File: src/rtl/bias_mem_loader.sv
// Write-side master for the local bias memory: unpacks 32-bit stream words into
// two 16-bit biases and writes them one per cycle from address 0 upward.
module bias_mem_loader #(
    parameter int MAX_BIAS_NUM = 10,
    parameter int DATA_W       = 16,
    parameter int BUS_W        = 32
) (
    input  logic              clk,
    input  logic              rst,
    input  logic              start,
    input  logic [15:0]       bias_num,
    input  logic              abort,
    input  logic              in_valid,
    input  logic [BUS_W-1:0]  in_data,
    output logic              in_ready,
    output logic [15:0]       write_bias_addr,
    output logic [DATA_W-1:0] write_bias_data,
    output logic              write_bias_signal,
    output logic              busy,
    output logic              done,
    output logic              err
);

    // state    | meaning
    // S_IDLE   | waiting for start
    // S_ACCEPT | in_ready high, waiting for a stream word
    // S_WR_LO  | writing low half of the buffered word
    // S_WR_HI  | writing high half of the buffered word
    // S_DONE   | one-cycle done pulse
    typedef enum logic [2:0] {
        S_IDLE,
        S_ACCEPT,
        S_WR_LO,
        S_WR_HI,
        S_DONE
    } state_t;

    state_t            state_q, state_d;
    logic [15:0]       cnt_q, cnt_d;
    logic [15:0]       num_q, num_d;
    logic [BUS_W-1:0]  word_q, word_d;
    logic              err_d;
    logic [15:0]       cnt_inc;
    logic              num_ok;

    assign cnt_inc = cnt_q + 16'd1;
    assign num_ok  = (bias_num >= 16'd1) && (bias_num <= 16'(MAX_BIAS_NUM));

    always_ff @(posedge clk or posedge rst) begin
        if (rst) begin
            state_q <= S_IDLE;
            cnt_q   <= '0;
            num_q   <= '0;
            word_q  <= '0;
            err     <= 1'b0;
        end else begin
            state_q <= state_d;
            cnt_q   <= cnt_d;
            num_q   <= num_d;
            word_q  <= word_d;
            err     <= err_d;
        end
    end

    always_comb begin
        state_d = state_q;
        cnt_d   = cnt_q;
        num_d   = num_q;
        word_d  = word_q;
        err_d   = 1'b0;
        case (state_q)
            S_IDLE: begin
                if (start) begin
                    if (num_ok) begin
                        num_d   = bias_num;
                        cnt_d   = '0;
                        state_d = S_ACCEPT;
                    end else begin
                        err_d = 1'b1;
                    end
                end
            end
            S_ACCEPT: begin
                if (in_valid) begin
                    word_d  = in_data;
                    state_d = S_WR_LO;
                end
            end
            S_WR_LO: begin
                cnt_d   = cnt_inc;
                state_d = (cnt_inc == num_q) ? S_DONE : S_WR_HI;
            end
            S_WR_HI: begin
                cnt_d   = cnt_inc;
                state_d = (cnt_inc == num_q) ? S_DONE : S_ACCEPT;
            end
            S_DONE: begin
                state_d = S_IDLE;
            end
            default: begin
                state_d = S_IDLE;
            end
        endcase
        // Abort overrides everything once a load is under way; in IDLE start wins.
        if (abort && (state_q != S_IDLE)) begin
            state_d = S_IDLE;
        end
    end

    // All outputs decode registered state only, so no input reaches an output combinationally.
    assign in_ready          = (state_q == S_ACCEPT);
    assign write_bias_signal = (state_q == S_WR_LO) || (state_q == S_WR_HI);
    assign write_bias_addr   = write_bias_signal ? cnt_q : 16'd0;
    assign write_bias_data   = (state_q == S_WR_LO) ? word_q[DATA_W-1:0] :
                               (state_q == S_WR_HI) ? word_q[BUS_W-1:DATA_W] :
                               {DATA_W{1'b0}};
    assign busy              = (state_q != S_IDLE);
    assign done              = (state_q == S_DONE);

endmodule

File: config.mk
export PLATFORM = sky130hd
export DESIGN_NAME = bias_mem_loader
export DESIGN_NICKNAME = d
export VERILOG_FILES = /design/src/rtl/bias_mem_loader.sv
export SDC_FILE = /design/constraint.sdc
export NUM_CORES = 1
export LEC_CHECK = 0
export CORE_MARGIN = 2
export CORE_UTILIZATION = 53
export DETAILED_ROUTE_END_ITERATION = 10
export PLACE_DENSITY = 0.83
export SLEW_MARGIN = 20
export SYNTH_ARGS = -nofsm -noshare
export SYNTH_HDL_FRONTEND = slang
export SYNTH_SLANG_ARGS = --single-unit
File: constraint.sdc
create_clock -name clk -period 4.1 [get_ports clk]
set_input_delay 1.23 -clock clk [delete_from_list [all_inputs] [get_ports clk]]
set_output_delay 1.23 -clock clk [all_outputs]
set_load 0.02 [all_outputs]
After elaboration in Yosys (flattened, before gate mapping)
Cells that the tools add are included.
Operators by class
  multiplexer cells: 16
  reductions and logical operators: 11
  add/subtract/negate cells: 1
  equal/unequal tests: 10
  magnitude comparators: 2
Operators by type and width (number)
  16-bit two-way mux: 5
  16-bit one-hot mux with 2 select lines: 1
  3-bit two-way mux: 6
  16-bit by 1-bit adder with 16-bit output, second input constant: 1
  16-bit == test: 1
  16-bit by 1-bit >= comparator with 1-bit output, second input constant: 1
  16-bit by 4-bit less-or-equal comparator with 1-bit output, second input constant: 1
  3-bit one-hot mux with 4 select lines: 1
  3-bit AND reduction: 3
  3-bit by 2-bit == test with 1-bit output, second input constant: 2
  3-bit != test, second input constant: 2
  2-bit != test, second input constant: 2
  3-bit by 1-bit == test with 1-bit output, second input constant: 1
  3-bit == test, second input constant: 1
  3-bit logical NOT: 1
  1-bit two-way mux: 3
  3-bit by 2-bit != test with 1-bit output, second input constant: 1
  3-bit nonzero test: 1
  1-bit logical AND: 2
  2-bit AND reduction: 1
  2-bit nonzero test: 1
  2-bit OR reduction: 1
  1-bit logical OR: 1
Storage, ports and cells
  register bits: 68
  bits of input ports: 53
  output and inout port bits: 37

Longest topological paths before layout
Gate-level depths: netlist (run 1).
  depth after elaboration: 6
  depth in mapped cells: 8
  depth with buffers taken out: 8

Worst setup path after synthesis (run 1)
No wires, ideal clock.
  path kind: register to output
  start: register state_q[2]
  end: output port write_bias_addr[10]
  path slack: 1.183 ns
  required time: 2.870 ns
  buffers on the path: 3
  stages on the path, launching flop included: 7
  data arrival time: 1.687 ns
  path through: dfrtp_1 nand2b_1 clkbuf_1 inv_1 clkbuf_1 clkbuf_1 and2_1
On the way
  longest elaborated chain between the ends: 3
  elaborated cells on any way between the ends: 4
  classes of those cells: eq/ne: 2; mux: 1; reduce/logical: 1
RTL lines
  from (decl): line 38  | state_t state_q, state_d;
  from (signal assigned): line 57  | state_q <= state_d;
  3-bit by 2-bit == test with 1-bit output: line 112  | assign write_bias_signal = (state_q == S_WR_LO) || (state_q == S_WR_HI);
  1-bit logical OR (*): line 112
  net write_bias_signal: line 18  | output logic write_bias_signal,
  16-bit two-way mux (*): line 113  | assign write_bias_addr = write_bias_signal ? cnt_q : 16'd0;
  to (decl): line 16  | output logic [15:0] write_bias_addr,
Mark *: on every way through the listed nets, which the timed path passes. The rest lies on a longest branch.

Worst setup path in the final report (run 1)
  start: register state_q[0]
  end: output port in_ready
On the way
  longest elaborated chain between the ends: 1
RTL lines
  3-bit by 1-bit == test with 1-bit output: line 111  | assign in_ready = (state_q == S_ACCEPT);
  to (decl): line 15  | output logic in_ready,
Every way passes these cells.

==> key figures, run 1 <==
Power
  • Leak pwr: 2.074 nW
  • Internal: roughly 1.0 mW
  • Pwr Total: 1.361 mW
  • Psw: around 320 uW
  • Switching Share: a little under a quarter
  • Worst vdd ir: between 0.15 and 0.2 mV
  • Comb power frac: a little under a tenth
  • Pwr dens: between 200 and 300 nW/um2
  • Reg power frac: 49.8%
  • Clk pwr share: around 40%

Placement
  • Placer Congestion: 0.8718
  • IO buf count: ~90
  • Placed cell areas: approximately 4600 um2
  • Dpl ws: roughly 0.84 ns
  • Hpwl dp: a little under 6000 um

Setup path
  • Kind of end point of the critical path: primary output
  • Worst-path fanout max: 20
  • Critical Path RT: 2.87 ns
  • Startpoint Class: register
  • Worst R2R Setup Slack: ~1.3 ns
  • Crit Path Category: reg -> out
  • Worst Path Arrival: roughly 2.4 ns

Timing
  • Final Max Tran Viols: 0
  • Max transition margin: between 30% and 40%
  • Tcrit/Tclk final: ~88%
  • Clock skew: ~0.0092 ns
  • Fin. Hold Viols: 0
  • Post-Route Setup TNS: 0 ns
  • Fmax: between 200 and 300 MHz
  • Unrepaired setup endpoints after global routing: false
  • PnR worst setup slack: ~0.48 ns
  • Final setup fails: 0
  • Worst-Margin Slew: ~1.0 ns
  • Final min period: 3.620 ns

Finish
  • Nets: a little under 500
  • N_diodes: 0
  • Share of cells above drive strength 1: between 10% and 20%
  • Area delta synth->final: 31.35%
  • Design area: approximately 4800 um2

Routing
  • Met2 WL post-DR: ~4000 um
  • Detailed Route WL: 8621 um
  • Routed Antenna Nets: 0
  • DR WL/cell: 16.39 um
  • Via count: about 3000
  • Initial drt markers: 207
  • M1 WL: between 3000 and 4000 um
  • Drt pass-1 iters: 4
  • Routed met3 length: about 650 um
  • Top sig layer: met4
  • Drt drc: 0
  • Vias per std cell: roughly 5.8

Flow run
  • Max-Cap Viols: 0

Clocking
  • Worst-skew pair later-pin latency: roughly 0.34 ns
  • CTS Buffer Depth: 2
  • Post-CTS Setup Bufs: 0
  • Hold Buf Count CTS: 0
  • H-tree levels: 3
  • Clock Sinks: 68
  • Post-CTS sizing: 0
  • TritonCTS buffer count: 9
  • CTS tree: done
  • Reg clk slew, reported paths: ~0.070 ns
  • CTS Root Buffer Type: clkbuf_8

Synthesis
  • Asr flop ratio synth: 100.0%
  • Distinct cells, synth: 43
  • Yosys warning count: 0
  • Ys flop type: dfrtp_1
  • Post-synth EDFFs: 0
  • Synth Cell Area: between 3000 and 4000 um2
  • Post-synthesis sequential area ratio: 46.85%
  • Syn nets: ~410
  • Synth Area per Inst: 10.17 um2
  • Synth Register Bits: between 60 and 70
  • Synth Instances: 357

Global routing
  • Largest net degree at the start of global routing: 37
  • Gr usage total: 24.61%
  • GR Overflow Total: 0
  • First-pass GRT wire length: roughly 14000 um
  • Number of global-route vias before repair: around 3000
  • Initial antenna violation count: 0

Floorplanning
  • I/O Pins: 90
  • Initial cell density of the core: 54.06%
  • Die area: between 7000 and 8000 um2
  • FP Rows: 30
  • Die height: between 80 and 90 um
  • Core box area: about 6700 um2
  • Die W: ~87 um

Worst hold path
  • Min-Delay Path Class: reg -> reg

Run status
  • Status: complete, no violations
[final timing paths]
| check | from | endpoint | depth (start not counted) |
|---|---|---|---|
| setup reg to reg | cnt_q[0] | state_q[1] | 8 |
| hold reg to reg | word_q[14] | word_q[14] | 1 |
| max in group asynchronous | rst | num_q[6] | 3 |
| min in group asynchronous | rst | cnt_q[3] | 2 |
| hold / removal | word_q[14] | word_q[14] | 1 |
| setup / recovery | state_q[0] | in_ready | 2 |
[layout by cell type, fill, tap and decap left out, drive strengths merged, types with 4 or more instances in the layout]
| cell | instances |
|---|---|
| nor4 | 7 |
| nor3 | 9 |
| xnor2 | 11 |
| mux2 | 37 |
| nor2b | 15 |
| and2 | 16 |
| clkbuf | 12 |
| nand2 | 19 |
| mux2i | 20 |
| a21oi | 9 |
| clkdlybuf4s50 | 89 |
| nand3 | 7 |
| buf | 7 |
| a31oi | 6 |
| inv | 5 |
| nor2 | 34 |
| o31ai | 4 |
| nand4 | 6 |
| o21ai | 30 |
| nand2b | 8 |
| dfrtp | 68 |
[layer usage]
metal | vias to the layer above | track usage [%]
met1 | 1451 | 32.07
met4 | 0 | 10.09
li1 | 1427 | -
met3 | 22 | 7.905
met5 | - | 0
met2 | 127 | 37.96
[cells in the mapped netlist (all sizes together) (2+ instances only)]
master,count,area (um2)
dfrtp,68,1702
mux2,37,416.7
nor2,34,127.6
o21ai,30,150.1
mux2i,20,200.2
nand2,19,71.32
and2,16,101.4
nor2b,15,93.84
buf,13,61.31
xnor2,11,96.34
clkbuf,10,37.54
a21oi,9,45.04
nor3,9,50.05
nand2b,8,50.05
nand3,7,40.04
nor4,7,65.06
a31oi,6,37.54
nand4,6,43.79
inv,5,18.77
o31ai,4,30.03
and3,3,18.77
nor3b,3,22.52
xor2,3,26.28
a21o,2,15.01
a31o,2,17.52
[logic make-up after synthesis]
logic type,synth area share (%)
buffers and inverters,3.238
adder cells (fa/ha/maj),0.3444
XOR/XNOR,3.376
multiplexers,16.98
flip-flops,46.85
AO/OA/AOI/OAI,9.749
AND/OR/NAND/NOR,19.46
[power by group through the flow]
stage	Combinational, mW	Sequential, mW	Clock [mW]
after floorplan	0.0625	0.689	0
after global placement	0.127	0.691	0
after detailed placement	0.130	0.691	0
after CTS	0.130	0.678	0.561
after global routing	0.141	0.678	0.596
final	0.129	0.678	0.554
[layout make-up]
type                       count  area, um2
fill                         495       1948
multi-input combinational    261       1813
sequential                    68       1702
timing repair buffer          96      943.4
clock buffer                  12      145.1
tap                           80      100.1
clock inverter                 4      48.80
inverter                       5      18.77
[metrics by stage]
| step | hold WS, ns | utilization (%) | instances |
|---|---|---|---|
| after floorplan | 0.4799 | - | 357 |
| after global placement | 0.4895 | 68.12 | 510 |
| after detailed placement | 0.4951 | 68.12 | 510 |
| after CTS | 0.5103 | 71.01 | 526 |
| after global routing | 0.5270 | 71.01 | 526 |
| final | 0.5091 | 71.01 | 526 |
[critical path, stage by stage, from the launching register on]
cell and delay (ns):
dfrtp_1 1.01, nor3b_1 0.37, clkdlybuf4s50_1 0.67
[state kept, by name (all words and copies together) (netlist names)]
signal	flops
cnt_q	16
err	1
num_q	16
state_q	3
word_q	32
Power figures use the tool's default switching activity.
==> run 2, diff against run 1 <==
--- a/config.mk
+++ b/config.mk
@@ -6,9 +6,9 @@
 export NUM_CORES = 1
 export LEC_CHECK = 0
 export CORE_MARGIN = 2
-export CORE_UTILIZATION = 53
+export CORE_UTILIZATION = 45
 export DETAILED_ROUTE_END_ITERATION = 10
-export PLACE_DENSITY = 0.83
+export PLACE_DENSITY = 0.75
 export SLEW_MARGIN = 20
 export SYNTH_ARGS = -nofsm -noshare
 export SYNTH_HDL_FRONTEND = slang
==> constraint.sdc (replaced) <==
create_clock -name clk -period 3.3 [get_ports clk]
set_input_delay 0.99 -clock clk [delete_from_list [all_inputs] [get_ports clk]]
set_output_delay 0.99 -clock clk [all_outputs]
set_load 0.02 [all_outputs]
==> key figures, run 2 (synthesis results as in run 1) <==
Power
  • Pwr Total: 1.597 mW
  • Worst vdd ir: ~0.24 mV
  • Pwr dens: ~330 nW/um2
  • Leak pwr: approximately 2.1 nW

Global routing
  • Number of global-route vias before repair: between 3000 and 4000
  • GR Overflow Total: 0
  • First-pass GRT wire length: around 14000 um
  • Gr usage total: a little over 20%
  • Largest net degree at the start of global routing: 39
  • Initial antenna violation count: 0

Routing
  • Via count: between 2000 and 3000
  • Vias per std cell: about 5.4
  • Drt pass-1 iters: 4
  • Routed Antenna Nets: 0
  • Drt drc: 0
  • Initial drt markers: roughly 120
  • Detailed Route WL: about 8300 um
  • DR WL/cell: between 15 and 20 um

Setup path
  • Critical path's largest stage delay: slightly below 0.6 ns
  • Worst-path fanout max: 21
  • Worst R2R Setup Slack: between 0.5 and 0.6 ns
  • Startpoint Class: register
  • Slowest CP cell: clkdlybuf4s50_1
  • Crit Path Category: reg -> out
  • Kind of end point of the critical path: primary output
  • Worst Path Arrival: around 2.1 ns
  • Critical Path, Cell by Cell: nand2b_1, inv_1, and2_2, clkdlybuf4s50_1
  • Critical Path RT: around 2.3 ns

Finish
  • Most frequent cells in the layout: 89 x clkdlybuf4s50_1, 68 x dfrtp_1, 37 x mux2_2, 34 x nor2_1, 30 x o21ai_0
  • Final Util: 61.81%
  • Most flops, register: word_q
  • Biggest regs: word_q x32, cnt_q x16, num_q x16
  • Final non-filler cell total: 550
  • N_diodes: 0
  • Max FFs per register: 32
  • Design area: between 4000 and 5000 um2
  • Share of cells above drive strength 1: 15.85%
  • Nets: about 500
  • Area delta synth->final: 32.17%
  • Most common cell after layout, fill and taps aside: clkdlybuf4s50_1

Clocking
  • TritonCTS buffer count: 9
  • Reg clk slew, reported paths: around 0.07 ns
  • Post-CTS sizing: 0
  • H-tree levels: 3
  • CTS Buffer Depth: 2
  • CTS tree: done
  • Clock Sinks: 68
  • Hold Buf Count CTS: 0
  • Worst-skew pair later-pin latency: 0.35 ns
  • CTS Root Buffer Type: clkbuf_8
  • Post-CTS Setup Bufs: 0

Timing
  • Max transition margin: 56.47%
  • Clock skew: about 0.0096 ns
  • Fmax: roughly 320 MHz
  • Unrepaired setup endpoints after global routing: false
  • Final setup fails: 0
  • Post-Route Setup TNS: 0 ns
  • Final min period: 3.098 ns
  • Fin. Hold Viols: 0
  • Tcrit/Tclk final: 93.88%
  • Worst-Margin Slew: between 0.6 and 0.7 ns
  • WHS: 0.5066 ns
  • Final Max Tran Viols: 0
  • PnR worst setup slack: between 0.2 and 0.25 ns

Floorplanning
  • Die area: 8806 um2
  • Die height: 93.84 um
  • Die W: between 90 and 100 um
  • FP Rows: 32
  • I/O Pins: 90
  • Core box area: 7767 um2
  • Initial cell density of the core: a little under half

Placement
  • Dpl ws: ~0.5 ns
  • Placed cell areas: ~4600 um2
  • Placed instance count: 534
  • Placer Congestion: slightly below 0.9
  • Hpwl dp: 5958 um
  • IO buf count: a little under 90

Run status
  • Status: complete, no violations

Worst hold path
  • Min-Delay Path Class: reg -> reg

Flow run
  • Max-Cap Viols: 0
-- run 2: changes by cell type in the layout (fill, tap and decap cells not counted) --
| cell | change |
|---|---|
| clkinv_4 | +2 |
| buf_12 | +1 |
| buf_4 | +1 |
| bufinv_16 | -1 |
| clkbuf_1 | -1 |
| clkbuf_8 | -1 |
| clkinv_2 | +1 |
-- run 2: final cells by class --
type	instances	area, um2
Clock buffer	10	127.6
Clock inverter	6	41.29
Fill cell	636	2967
Inverter	5	18.77
Multi-Input combinational cell	261	1813
Sequential cell	68	1702
Tap cell	102	127.6
Timing Repair Buffer	98	970.9
-- run 2: path summary, 6_finish.rpt --
path / startpoint / endpoint / cells past startpoint
setup / recovery: state_q[2] / write_bias_addr[9] / 4
hold / removal: word_q[14] / word_q[14] / 1
setup reg to reg: cnt_q[0] / state_q[1] / 8
hold reg to reg: word_q[14] / word_q[14] / 1
max in group asynchronous: rst / cnt_q[7] / 3
min in group asynchronous: rst / word_q[27] / 2
-- run 2: layer usage --
layer | GRT usage, % | vias up | wire [um]
li1 | - | 1432 | -
met1 | 27.32 | 1416 | 3690
met2 | 32.92 | 95 | 3886
met3 | 5.377 | 17 | 535
met4 | 8.213 | 0 | 170
met5 | 0 | - | 0
-- run 2: critical path, delay by kind of cell (launching register included) --
family,cells,cell delay (ns)
buffers and inverters,2,0.99
flip-flops,1,0.39
AND/OR/NAND/NOR,2,0.39
-- run 2: where the power goes --
part	switching (mW)	internal, mW	total, mW
sequential	0.00535	0.837	0.842
combinational	0.0701	0.0929	0.163
clock	0.320	0.272	0.592
total	0.396	1.20	1.60
==> run 3, diff against run 2 <==
--- a/config.mk
+++ b/config.mk
@@ -6,9 +6,9 @@
 export NUM_CORES = 1
 export LEC_CHECK = 0
 export CORE_MARGIN = 2
-export CORE_UTILIZATION = 45
+export CORE_UTILIZATION = 50
 export DETAILED_ROUTE_END_ITERATION = 10
-export PLACE_DENSITY = 0.75
+export PLACE_DENSITY = 0.79
 export SLEW_MARGIN = 20
 export SYNTH_ARGS = -nofsm -noshare
 export SYNTH_HDL_FRONTEND = slang
==> constraint.sdc (replaced) <==
create_clock -name clk -period 3 [get_ports clk]
set_input_delay 0.9 -clock clk [delete_from_list [all_inputs] [get_ports clk]]
set_output_delay 0.9 -clock clk [all_outputs]
set_load 0.02 [all_outputs]
==> key figures, run 3 (synthesis results as in run 1) <==
Run status
  • Status: complete, no violations

Timing
  • Final setup fails: 0
  • Worst-Margin Slew: ~0.75 ns
  • Fin. Hold Viols: 0
  • Clock skew: just under 0.008 ns
  • Fmax: approximately 340 MHz
  • Final min period: 2.899 ns
  • Max transition margin: 49.53%
  • Unrepaired setup endpoints after global routing: false
  • Tcrit/Tclk final: 96.62%
  • Final Max Tran Viols: 0

Placement
  • Hpwl dp: about 6300 um
  • IO buf count: 89
  • Placer Congestion: 0.8297
  • Placed cell areas: about 4700 um2

Worst hold path
  • Min-Delay Path Class: reg -> reg
  • Hold Startpoint: word_q[16]
  • WHS Endpoint: word_q[16]
  • Hold path cells: 1

Setup path
  • Critical path's largest stage delay: a little over 0.6 ns
  • Worst r2r dst: state_q[0]
  • Worst R2R Setup Slack: 0.31 ns
  • Kind of end point of the critical path: primary output
  • Critical Path RT: 2.10 ns
  • Crit Path Category: reg -> out
  • Worst Path Arrival: 2.00 ns
  • Worst-path fanout max: 11
  • Worst reg-to-reg path cell count: 8
  • Critical Path, Cell by Cell: nand2b_1, buf_4, nor2_1, clkdlybuf4s50_1
  • Startpoint Class: register
  • Slowest CP cell: clkdlybuf4s50_1
  • R2R Path Start: cnt_q[0]

Clocking
  • TritonCTS buffer count: 9
  • Reg clk slew, reported paths: around 0.08 ns
  • CTS Root Buffer Type: clkbuf_8
  • H-tree levels: 3
  • CTS tree: done
  • Worst-skew pair later-pin latency: around 0.35 ns
  • Clock Sinks: 68
  • CTS Buffer Depth: 2

Global routing
  • Initial antenna violation count: 0
  • GR Overflow Total: 0
  • First-pass GRT wire length: 14150 um
  • Number of global-route vias before repair: 3000
  • Gr usage total: between 20% and 30%
  • Largest net degree at the start of global routing: 31

Floorplanning
  • I/O Pins: 90
  • Die W: between 80 and 90 um
  • FP Rows: 31
  • Initial cell density of the core: about half
  • Die height: between 80 and 90 um
  • Core box area: roughly 7100 um2
  • Die area: ~8000 um2

Power
  • Worst vdd ir: 0.2799 mV
  • Pwr Total: about 1.9 mW
  • Leak pwr: ~2.3 nW
  • Pwr dens: about 380 nW/um2

Routing
  • Drt pass-1 iters: 5
  • Vias per std cell: between 5 and 6
  • Routed Antenna Nets: 0
  • Drt drc: 0
  • Initial drt markers: between 150 and 200
  • Detailed Route WL: between 8000 and 9000 um
  • DR WL/cell: ~16 um
  • Via count: ~3100

Finish
  • Design area: about 4900 um2
  • Most flops, register: word_q
  • Fillers: around 550
  • Share of cells above drive strength 1: between 10% and 20%
  • Max FFs per register: 32
  • Area delta synth->final: 35.00%
  • Final Util: between 60% and 70%
  • Most common cell after layout, fill and taps aside: clkdlybuf4s50_1
  • Biggest regs: word_q x32, cnt_q x16, num_q x16
  • Most frequent cells in the layout: 75 x clkdlybuf4s50_1, 68 x dfrtp_1, 37 x mux2_2, 34 x nor2_1, 30 x o21ai_0
  • Nets: between 500 and 600
  • N_diodes: 0

Flow run
  • Max-Cap Viols: 0
==> run 3: cell count changes in the layout (fill, tap and decap cells not counted), moves of 2 or more <==
cell | previous run | this run
dlygate4sd2_1 | 0 | 4
clkinvlp_4 | 0 | 2
buf_4 | 8 | 13
dlymetal6s2s_1 | 0 | 10
clkinv_2 | 3 | 1
clkdlybuf4s50_1 | 89 | 75
==> run 3: worst max path at each step <==
stage	startpoint	slack, ns	to
global placement	bias_num[9]	-0.30	cnt_q[5]
floorplan	rst	0.39	cnt_q[0]
global route	bias_num[9]	0.002	cnt_q[4]
CTS	state_q[2]	0.0005	write_bias_addr[6]
detailed placement	bias_num[13]	-0.53	cnt_q[2]
finish	state_q[2]	0.10	write_bias_data[4]
==> run 3: metrics by stage <==
| stage | setup TNS, ns | setup slack [ns] | std cells | hold slack [ns] |
|---|---|---|---|---|
| 6_report | 0 | 0.1013 | 553 | 0.5093 |
| 5_1_grt | 0 | 0.001612 | 553 | 0.5267 |
| 4_1_cts | 0 | 0.0004623 | 553 | 0.5135 |
| 3_5_place_dp | -9.427 | -0.5344 | 537 | 0.4958 |
| 3_3_place_gp | -4.870 | -0.2979 | 537 | 0.4893 |
| 2_1_floorplan | 0 | 0.3885 | 357 | 0.4799 |
==> run 3: timing repair <==
item	4_1_cts	5_1_grt
hold buffers	0	0
cloned	0	0
setup buffers	0	0
gates resized for setup	6	10
setup endpoints to repair	29	10
endpoints found under the hold margin	0	0
pin swaps	0	0
==> run 3: layer usage <==
metal,GRT usage [%],part of all wire (%),up-vias
met5,0,0,-
met4,9.905,1.5,0
met3,6.741,7.1,13
met2,37.31,48,118
met1,29.61,43,1481
li1,-,-,1442
==> run 3: cell type report <==
cell class                      instances  area [um2]  share of cell area [%]
Multi-Input combinational cell        261        1819                   37.10
Sequential cell                        68        1702                   34.70
Timing Repair Buffer                  104        1040                   21.20
Clock buffer                            9       123.9                   2.526
Tap cell                               99       123.9                   2.526
Clock inverter                          7       76.32                   1.557
Inverter                                5       18.77                  0.3828
==> run 3: power by group <==
group	internal, mW	total [mW]	switching (mW)
Combinational	0.106	0.185	0.0785
Sequential	0.920	0.926	0.00593
Clock	0.387	0.768	0.381
Total	1.41	1.88	0.465
==> run 3: critical path, delay by kind of cell, from the launching register on <==
kind                   cells  cell delay [ns]
buffers and inverters      2             0.85
DFF                        1             0.42
and+or+nand+nor            2             0.38
